`config.mk`:
```
export PLATFORM = sky130hd
export DESIGN_NAME = rs_erasure_locator_scan_flat
export DESIGN_NICKNAME = d
export VERILOG_FILES = /design/src/rtl/rs_erasure_locator_scan_pkg.sv /design/src/rtl/rs_erasure_locator_scan_if.sv /design/src/rtl/rs_erasure_locator_scan_pos_fifo.sv /design/src/rtl/rs_erasure_locator_scan.sv /design/src/flat_wrapper.sv
export SDC_FILE = /design/constraint.sdc
export NUM_CORES = 1
export LEC_CHECK = 0
export CAP_MARGIN = 20
export CORE_UTILIZATION = 55
export DETAILED_ROUTE_END_ITERATION = 10
export GPL_TIMING_DRIVEN = 0
export PLACE_DENSITY = 0.78
export SLEW_MARGIN = 20
export SYNTH_ARGS = -nofsm -noshare
export SYNTH_HDL_FRONTEND = slang
export SYNTH_SLANG_ARGS = --single-unit
```
`constraint.sdc`:
```
create_clock -name clock -period 5.6 [get_ports clock]
set_input_delay 1.68 -clock clock [delete_from_list [all_inputs] [get_ports clock]]
set_output_delay 1.68 -clock clock [all_outputs]
set_load 0.005 [all_outputs]
```
`src/rtl/rs_erasure_locator_scan_pkg.sv`:
```
// Shared Reed-Solomon constants and scan state encoding for the erasure
// locator scan block.
package rs_erasure_locator_scan_pkg;

    localparam int RS_N        = 255;
    localparam int RS_K        = 239;
    localparam int SYM_W       = 8;
    localparam int RS_MAX_ERAS = RS_N - RS_K;

    typedef enum logic [1:0] {
        IDLE,
        SCAN,
        DRAIN,
        DONE
    } scan_state_e;

endpackage

```
`src/rtl/rs_erasure_locator_scan_if.sv`:
```
// Erasure position stream (valid/ready) from the scan block to the
// erasure-locator polynomial builder.
interface rs_erasure_locator_scan_if #(
    parameter int ADDR_W = 8
);
    logic              pos_valid;
    logic              pos_ready;
    logic [ADDR_W-1:0] pos_data;

    modport master (output pos_valid, output pos_data, input pos_ready);
    modport slave  (input pos_valid, input pos_data, output pos_ready);
endinterface

```
`src/rtl/rs_erasure_locator_scan_pos_fifo.sv`:
```
// Small synchronous position FIFO; the head entry is read straight from a
// register so the consumer sees no combinational path from the RAM data.
module rs_erasure_locator_scan_pos_fifo #(
    parameter int DEPTH = 4,
    parameter int W     = 8,
    localparam int PTR_W = $clog2(DEPTH),
    localparam int LVL_W = PTR_W + 1
) (
    input  logic             clock,
    input  logic             reset_n,
    input  logic             push_i,
    input  logic [W-1:0]     data_i,
    input  logic             pop_i,
    output logic [W-1:0]     data_o,
    output logic             full_o,
    output logic             empty_o,
    output logic [LVL_W-1:0] level_o
);

    logic [W-1:0]     mem_q [DEPTH];
    logic [PTR_W-1:0] wr_ptr_q;
    logic [PTR_W-1:0] rd_ptr_q;
    logic [LVL_W-1:0] level_q;
    logic             do_push;
    logic             do_pop;

    assign full_o  = (level_q == LVL_W'(DEPTH));
    assign empty_o = (level_q == '0);
    assign level_o = level_q;
    assign data_o  = mem_q[rd_ptr_q];

    // A push into a full FIFO is only accepted when the head leaves in the same cycle.
    assign do_pop  = pop_i && !empty_o;
    assign do_push = push_i && (!full_o || do_pop);

    always_ff @(posedge clock or negedge reset_n) begin
        if (!reset_n) begin
            for (int i = 0; i < DEPTH; i++) begin
                mem_q[i] <= '0;
            end
            wr_ptr_q <= '0;
            rd_ptr_q <= '0;
            level_q  <= '0;
        end else begin
            if (do_push) begin
                mem_q[wr_ptr_q] <= data_i;
                wr_ptr_q        <= wr_ptr_q + PTR_W'(1);
            end
            if (do_pop) begin
                rd_ptr_q <= rd_ptr_q + PTR_W'(1);
            end
            case ({do_push, do_pop})
                2'b10:   level_q <= level_q + LVL_W'(1);
                2'b01:   level_q <= level_q - LVL_W'(1);
                default: level_q <= level_q;
            endcase
        end
    end

endmodule

```
`src/rtl/rs_erasure_locator_scan.sv`:
```
// Scans the 1-bit erasure flag RAM after each codeword and streams the
// erasure positions (alpha exponents) with count and overflow status.
module rs_erasure_locator_scan
    import rs_erasure_locator_scan_pkg::*;
#(
    parameter int N          = RS_N,
    parameter int MAX_ERAS   = RS_MAX_ERAS,
    parameter int ADDR_W     = SYM_W,
    parameter int FIFO_DEPTH = 4
) (
    input  logic                       clock,
    input  logic                       reset_n,
    input  logic                       start,
    output logic [ADDR_W-1:0]          rdaddress,
    output logic                       rden,
    input  logic                       q,
    rs_erasure_locator_scan_if.master  pos_if,
    output logic [ADDR_W-1:0]          eras_count,
    output logic                       overflow,
    output logic                       busy,
    output logic                       done
);

    localparam int LVL_W = $clog2(FIFO_DEPTH) + 1;

    scan_state_e       state_q;
    logic [ADDR_W-1:0] addr_q;
    logic              rden_q;
    logic              tag_vld_q;
    logic [ADDR_W-1:0] tag_addr_q;
    logic [ADDR_W-1:0] count_q;
    logic              ovf_q;
    logic              busy_q;
    logic              done_q;

    logic [LVL_W-1:0]  fifo_level;
    logic              fifo_full;
    logic              fifo_empty;
    logic [ADDR_W-1:0] fifo_head;
    logic [LVL_W-1:0]  free_slots;
    logic [LVL_W-1:0]  in_flight;
    logic              can_issue;
    logic              hit;
    logic              push;
    logic              pop;
    logic [ADDR_W-1:0] push_data;

    // A new read is only issued if every read already outstanding could still
    // land in the FIFO, so a flag is never dropped for lack of space.
    always_comb begin
        in_flight  = LVL_W'(tag_vld_q) + LVL_W'(rden_q);
        free_slots = LVL_W'(FIFO_DEPTH) - fifo_level;
        can_issue  = (free_slots > in_flight);
        hit        = tag_vld_q && q;
        pop        = !fifo_empty && pos_if.pos_ready;
        push       = hit && (count_q < ADDR_W'(MAX_ERAS)) && (!fifo_full || pop);
        push_data  = ADDR_W'(N - 1) - tag_addr_q;
    end

    rs_erasure_locator_scan_pos_fifo #(
        .DEPTH (FIFO_DEPTH),
        .W     (ADDR_W)
    ) u_pos_fifo (
        .clock   (clock),
        .reset_n (reset_n),
        .push_i  (push),
        .data_i  (push_data),
        .pop_i   (pop),
        .data_o  (fifo_head),
        .full_o  (fifo_full),
        .empty_o (fifo_empty),
        .level_o (fifo_level)
    );

    always_ff @(posedge clock or negedge reset_n) begin
        if (!reset_n) begin
            state_q    <= IDLE;
            addr_q     <= '0;
            rden_q     <= 1'b0;
            tag_vld_q  <= 1'b0;
            tag_addr_q <= '0;
            count_q    <= '0;
            ovf_q      <= 1'b0;
            busy_q     <= 1'b0;
            done_q     <= 1'b0;
        end else begin
            done_q     <= 1'b0;
            tag_vld_q  <= rden_q;
            tag_addr_q <= addr_q;

            if (hit) begin
                if (count_q != ADDR_W'(N)) begin
                    count_q <= count_q + ADDR_W'(1);
                end
                if (count_q >= ADDR_W'(MAX_ERAS)) begin
                    ovf_q <= 1'b1;
                end
            end

            case (state_q)
                IDLE: begin
                    if (start) begin
                        state_q <= SCAN;
                        addr_q  <= '0;
                        rden_q  <= can_issue;
                        count_q <= '0;
                        ovf_q   <= 1'b0;
                        busy_q  <= 1'b1;
                    end
                end
                SCAN: begin
                    if (rden_q) begin
                        if (addr_q == ADDR_W'(N - 1)) begin
                            rden_q  <= 1'b0;
                            state_q <= DRAIN;
                        end else begin
                            addr_q <= addr_q + ADDR_W'(1);
                            rden_q <= can_issue;
                        end
                    end else begin
                        rden_q <= can_issue;
                    end
                end
                DRAIN: begin
                    if (!tag_vld_q && fifo_empty) begin
                        state_q <= DONE;
                        busy_q  <= 1'b0;
                        done_q  <= 1'b1;
                    end
                end
                DONE: begin
                    state_q <= IDLE;
                end
                default: begin
                    state_q <= IDLE;
                end
            endcase
        end
    end

    assign rdaddress        = addr_q;
    assign rden             = rden_q;
    assign pos_if.pos_valid = !fifo_empty;
    assign pos_if.pos_data  = fifo_head;
    assign eras_count       = count_q;
    assign overflow         = ovf_q;
    assign busy             = busy_q;
    assign done             = done_q;

endmodule

```
`src/flat_wrapper.sv`:
```
// flat-port wrapper written by rule: the top's interface ports become plain ports
module rs_erasure_locator_scan_flat import rs_erasure_locator_scan_pkg::*;
#(
    parameter int N          = RS_N,
    parameter int MAX_ERAS   = RS_MAX_ERAS,
    parameter int ADDR_W     = SYM_W,
    parameter int FIFO_DEPTH = 4
)
  (clock, reset_n, start, rdaddress, rden, q, eras_count, overflow, busy, done, pos_if_pos_valid, pos_if_pos_data, pos_if_pos_ready);
  rs_erasure_locator_scan_if #(.ADDR_W(ADDR_W)) pos_if_i ();
  input  logic clock;
  input  logic reset_n;
  input  logic start;
  output logic [ADDR_W-1:0] rdaddress;
  output logic rden;
  input  logic q;
  output logic [ADDR_W-1:0] eras_count;
  output logic overflow;
  output logic busy;
  output logic done;
  output wire logic [$bits(pos_if_i.pos_valid)-1:0] pos_if_pos_valid;
  output wire logic [$bits(pos_if_i.pos_data)-1:0] pos_if_pos_data;
  input wire logic [$bits(pos_if_i.pos_ready)-1:0] pos_if_pos_ready;
  assign pos_if_pos_valid = pos_if_i.pos_valid;
  assign pos_if_pos_data = pos_if_i.pos_data;
  assign pos_if_i.pos_ready = pos_if_pos_ready;
  rs_erasure_locator_scan #(.N(N), .MAX_ERAS(MAX_ERAS), .ADDR_W(ADDR_W), .FIFO_DEPTH(FIFO_DEPTH)) u_core (.clock(clock), .reset_n(reset_n), .start(start), .rdaddress(rdaddress), .rden(rden), .q(q), .pos_if(pos_if_i), .eras_count(eras_count), .overflow(overflow), .busy(busy), .done(done));
endmodule
```
==> impl_table.tex <==
\begin{tabular}{lr}
\hline
Metric & Value \\
\hline
\multicolumn{2}{l}{\textbf{Routing}} \\
\quad DRC violation count after routing & 0 \\
\quad Total length of routed wires & 6504 um \\
\quad Pre-antenna DRT Iters & 4 \\
\quad Wire length per cell after detailed routing & 15.49 um \\
\quad Number of nets still failing antenna checks after routing & 0 \\
\quad Count of routing violations after the opening detailed-route iteration & 70 \\
\quad Total via count in the routed design & 2392 \\
\quad Vias/cell & 5.695 \\
\multicolumn{2}{l}{\textbf{Die}} \\
\quad Placement Rows & 28 \\
\quad Top-level I/O count & 34 \\
\quad Core ar. & 6026 sq um \\
\quad Height of the die & 81.86 um \\
\quad Die area & 6700 sq um \\
\quad Die boundary width & 81.86 um \\
\quad Initial cell density of the core & 0.5820 \\
\multicolumn{2}{l}{\textbf{Place}} \\
\quad Inst Count DP & 404 \\
\quad Buffers on Ports & 33 \\
\quad Final estimated routing congestion in global placement & 0.8655 \\
\quad Estimated wirelength of the detail-placed design & 4598 um \\
\multicolumn{2}{l}{\textbf{Final layout}} \\
\quad Final design utilization & 0.6885 \\
\quad Number of nets in the layout & 365 \\
\quad Most used cells in the layout excluding fill and tap cells & sky130\_fd\_sc\_hd\_\_dfrtp\_1, sky130\_fd\_sc\_hd\_\_clkdlybuf4s50\_1, sky130\_fd\_sc\_hd\_\_mux2\_2, sky130\_fd\_sc\_hd\_\_nand2\_1, sky130\_fd\_sc\_hd\_\_ha\_1 \\
\quad Area overhead of the layout relative to synthesis & 18.30\% \\
\quad Diodes inserted & 0 \\
\quad Number of cells in the finished layout apart from fillers & 420 \\
\quad Proportion of layout cells with a drive suffix above 1 & 0.1913 \\
\quad Leading cell type in the layout, fill and taps excluded & sky130\_fd\_sc\_hd\_\_dfrtp\_1 \\
\multicolumn{2}{l}{\textbf{Global route}} \\
\quad Global-route wire length before repair & 11150 um \\
\quad Number of antenna violations at the first check in global routing & 0 \\
\quad Remaining Overflow, GRT & 0 \\
\quad Largest net degree at the start of global routing & 40 \\
\quad Total GRT Usage & 0.2275 \\
\quad Via count of the first global-routing pass & 2342 \\
\multicolumn{2}{l}{\textbf{Synthesis}} \\
\quad Multiplexer fraction of the synthesized cell area & 0.1466 \\
\quad Fraction of registers with async set or reset after synthesis & 1.000 \\
\quad Combinational family with the most area after synthesis & multiplexers \\
\quad Number of enable-type register cells in the synthesized netlist & 0 \\
\quad Yosys warning total & 0 \\
\quad Post-synthesis average cell area & 11.89 sq um \\
\quad Area share of and/or/nand/nor cells after synthesis & 0.1220 \\
\quad Synthesized flop and latch total & 70 \\
\quad Post-synthesis instance area & 3507 sq um \\
\quad Part of the Yosys area used for sequential elements & 0.4995 \\
\quad Number of library cell types mapped by synthesis & 46 \\
\quad Prevailing post-synth register cell & sky130\_fd\_sc\_hd\_\_dfrtp\_1 \\
\quad Net count of the mapped netlist & 320 \\
\quad Post-synthesis share of cell area spent on xor and xnor gates & 0.03496 \\
\quad Compound-cell area share of the yosys netlist & 0.09383 \\
\quad Cells after synthesis & 295 \\
\quad Adder-cell share of the synthesized area & 0.07349 \\
\multicolumn{2}{l}{\textbf{Setup path}} \\
\quad Worst-path maximum fanout & 8 \\
\quad Cell chain of the critical path & clkdlybuf4s50\_1, nor2b\_1, clkbuf\_1, o211ai\_1, ha\_1, inv\_1, fa\_1, xor2\_1, nor2\_1, xnor2\_1 \\
\quad Delay-heaviest family, CP & buffers and inverters \\
\quad Worst EP required & 5870 ps \\
\quad Startpoint kind of the worst setup timing path & primary input \\
\quad Delay of the slowest cell on the worst path & 440 ps \\
\quad Critical Path End Type & flop \\
\quad Critical path buffers and inverters & 3 \\
\quad Crit Path Category & primary input to flop \\
\quad Arr. time, crit path & 3980 ps \\
\quad Max stage delay cell, worst path & sky130\_fd\_sc\_hd\_\_fa\_1 \\
\multicolumn{2}{l}{\textbf{Power and ir drop}} \\
\quad Power density cells & 494.7 nW/um\^{}2 \\
\quad Lkg Pwr & 1.728 nW \\
\quad Final total power & 2.053 mW \\
\quad Peak supply drop & 0.0003394 V \\
\multicolumn{2}{l}{\textbf{Clock tree}} \\
\quad CTS H-Tree Depth & 3 \\
\quad Sinks on Clock Net & 70 \\
\quad Post-CTS setup buffers & 0 \\
\quad Num CTS Buffers & 9 \\
\quad Maximum buffer depth of the clock tree & 2 \\
\quad Clock transition time at the flip-flop clock pins of the worst setup and hold paths & 70 ps \\
\quad Clk Latency, worst-skew pair & 340 ps \\
\quad CTS Root Cell & sky130\_fd\_sc\_hd\_\_clkbuf\_8 \\
\quad Resize count post-CTS & 0 \\
\quad Hold buffer count at CTS & 0 \\
\quad TritonCTS clock tree & done \\
\multicolumn{2}{l}{\textbf{STA}} \\
\quad Total count of max-transition violations in the final report & 0 \\
\quad Fin crit share & 0.6632 \\
\quad Highest clock rate & 269.3 MHz \\
\quad Number of endpoints with negative hold slack in the final report & 0 \\
\quad Final critical-path required period & 3714 ps \\
\quad Final setup skew & 7.140 ps \\
\quad Fin Setup TNS & 0 ps \\
\quad Max-Slew Margin vs Limit & 0.5885 \\
\quad Setup repair after global routing missed its margin & no \\
\quad WHS & 477.9 ps \\
\quad Transition time at the pin with the least slew margin & 617.3 ps \\
\quad Number of setup violations in the final report & 0 \\
\multicolumn{2}{l}{\textbf{Outcome}} \\
\quad Run status & complete, no violations \\
\multicolumn{2}{l}{\textbf{Min path}} \\
\quad Kind of path behind the tightest hold check & flop to flop \\
\multicolumn{2}{l}{\textbf{Job}} \\
\quad Max-Cap Viols & 0 \\
\hline
\end{tabular}
==> path summary, 6_finish.rpt <==
kind / endpoint / slack (ps) / depth (start not counted) / start
max in group asynchronous: u_core.u_pos_fifo.mem_q[14] / 3790 / 2 / reset_n
min reg2reg: u_core.u_pos_fifo.mem_q[1] / 480 / 2 / u_core.u_pos_fifo.mem_q[1]
min in group asynchronous: u_core.eras_count[4] / 1270 / 1 / reset_n
max reg2reg: u_core.u_pos_fifo.level_o[2] / 2740 / 12 / u_core.u_pos_fifo.level_o[0]
min: u_core.u_pos_fifo.mem_q[1] / 480 / 2 / u_core.u_pos_fifo.mem_q[1]
max: u_core.u_pos_fifo.level_o[2] / 1890 / 10 / pos_if_pos_ready
==> per-layer routing <==
layer,share of wire,track usage
met5,0,0
met4,0.0088,0.07018
met3,0.040,0.06556
met2,0.50,0.3752
met1,0.45,0.2887
==> power breakdown <==
group | switching [mW] | total, mW | internal [mW]
registers | 0.122 | 0.799 | 0.678
clock network | 0.178 | 0.406 | 0.228
logic | 0.387 | 0.847 | 0.460
==> state kept, by name, indices dropped and copies added, names as in the netlist <==
name	count
u_core.busy	1
u_core.u_pos_fifo.mem_q	32
u_core.tag_addr_q	8
u_core.rden	1
u_core.done	1
u_core.rdaddress	8
u_core.u_pos_fifo.rd_ptr_q	2
u_core.eras_count	8
u_core.u_pos_fifo.wr_ptr_q	2
u_core.tag_vld_q	1
u_core.state_q	2
u_core.overflow	1
u_core.u_pos_fifo.level_o	3
==> per-stage QoR <==
step	cell area [sq um]	worst slack, ps
4_1_cts	4149	1866
3_3_place_gp	3931	549.7
2_1_floorplan	3507	2158
5_1_grt	4149	1717
3_5_place_dp	3949	1559
6_report	4149	1886
==> area by class of cell <==
| cell class | count | area, sq um |
|---|---|---|
| fillers | 464 | 1877 |
| flip-flops and latches | 70 | 1752 |
| multi-input cells | 199 | 1652 |
| repair buffers | 34 | 347.8 |
| clock buffers | 12 | 155.1 |
| well taps | 75 | 93.84 |
| inverters | 19 | 71.32 |
| clock inverters | 4 | 45.04 |
| plain buffers | 7 | 32.53 |
==> worst register-to-register path: cells and delay by family (launching register included) <==
kind | cells | cell delay (ps)
adder cells (fa/ha/maj) | 4 | 1140
buffers and inverters | 3 | 440
flip-flops | 1 | 390
AO/OA/AOI/OAI | 1 | 360
XOR/XNOR | 2 | 270
AND/OR/NAND/NOR | 2 | 190
==> cell usage after synthesis (all sizes together) (4+ instances only) <==
| cell | number | share of area |
|---|---|---|
| mux2 | 27 | 0.087 |
| clkbuf | 4 | 0.0043 |
| inv | 18 | 0.019 |
| o2111ai | 5 | 0.020 |
| ha | 19 | 0.068 |
| nand3 | 11 | 0.016 |
| nand4 | 4 | 0.011 |
| o21ai | 18 | 0.026 |
| or3 | 5 | 0.011 |
| xor2 | 7 | 0.017 |
| a21oi | 8 | 0.011 |
| mux4 | 8 | 0.051 |
| nand2 | 24 | 0.026 |
| xnor2 | 7 | 0.017 |
| nor2 | 17 | 0.018 |
| dfrtp | 70 | 0.50 |
| a31oi | 4 | 0.0071 |
==> cells by family (layout without fill, tap and decap cells) <==
kind of cell	Yosys count	in the layout
AND/OR/NAND/NOR	80	80
flip-flops	70	70
AO/OA/AOI/OAI	47	47
multiplexers	38	38
buffers and inverters	26	76
adder cells (fa/ha/maj)	20	20
XOR/XNOR	14	14
Note: power is estimated with default switching activity, not from simulation.
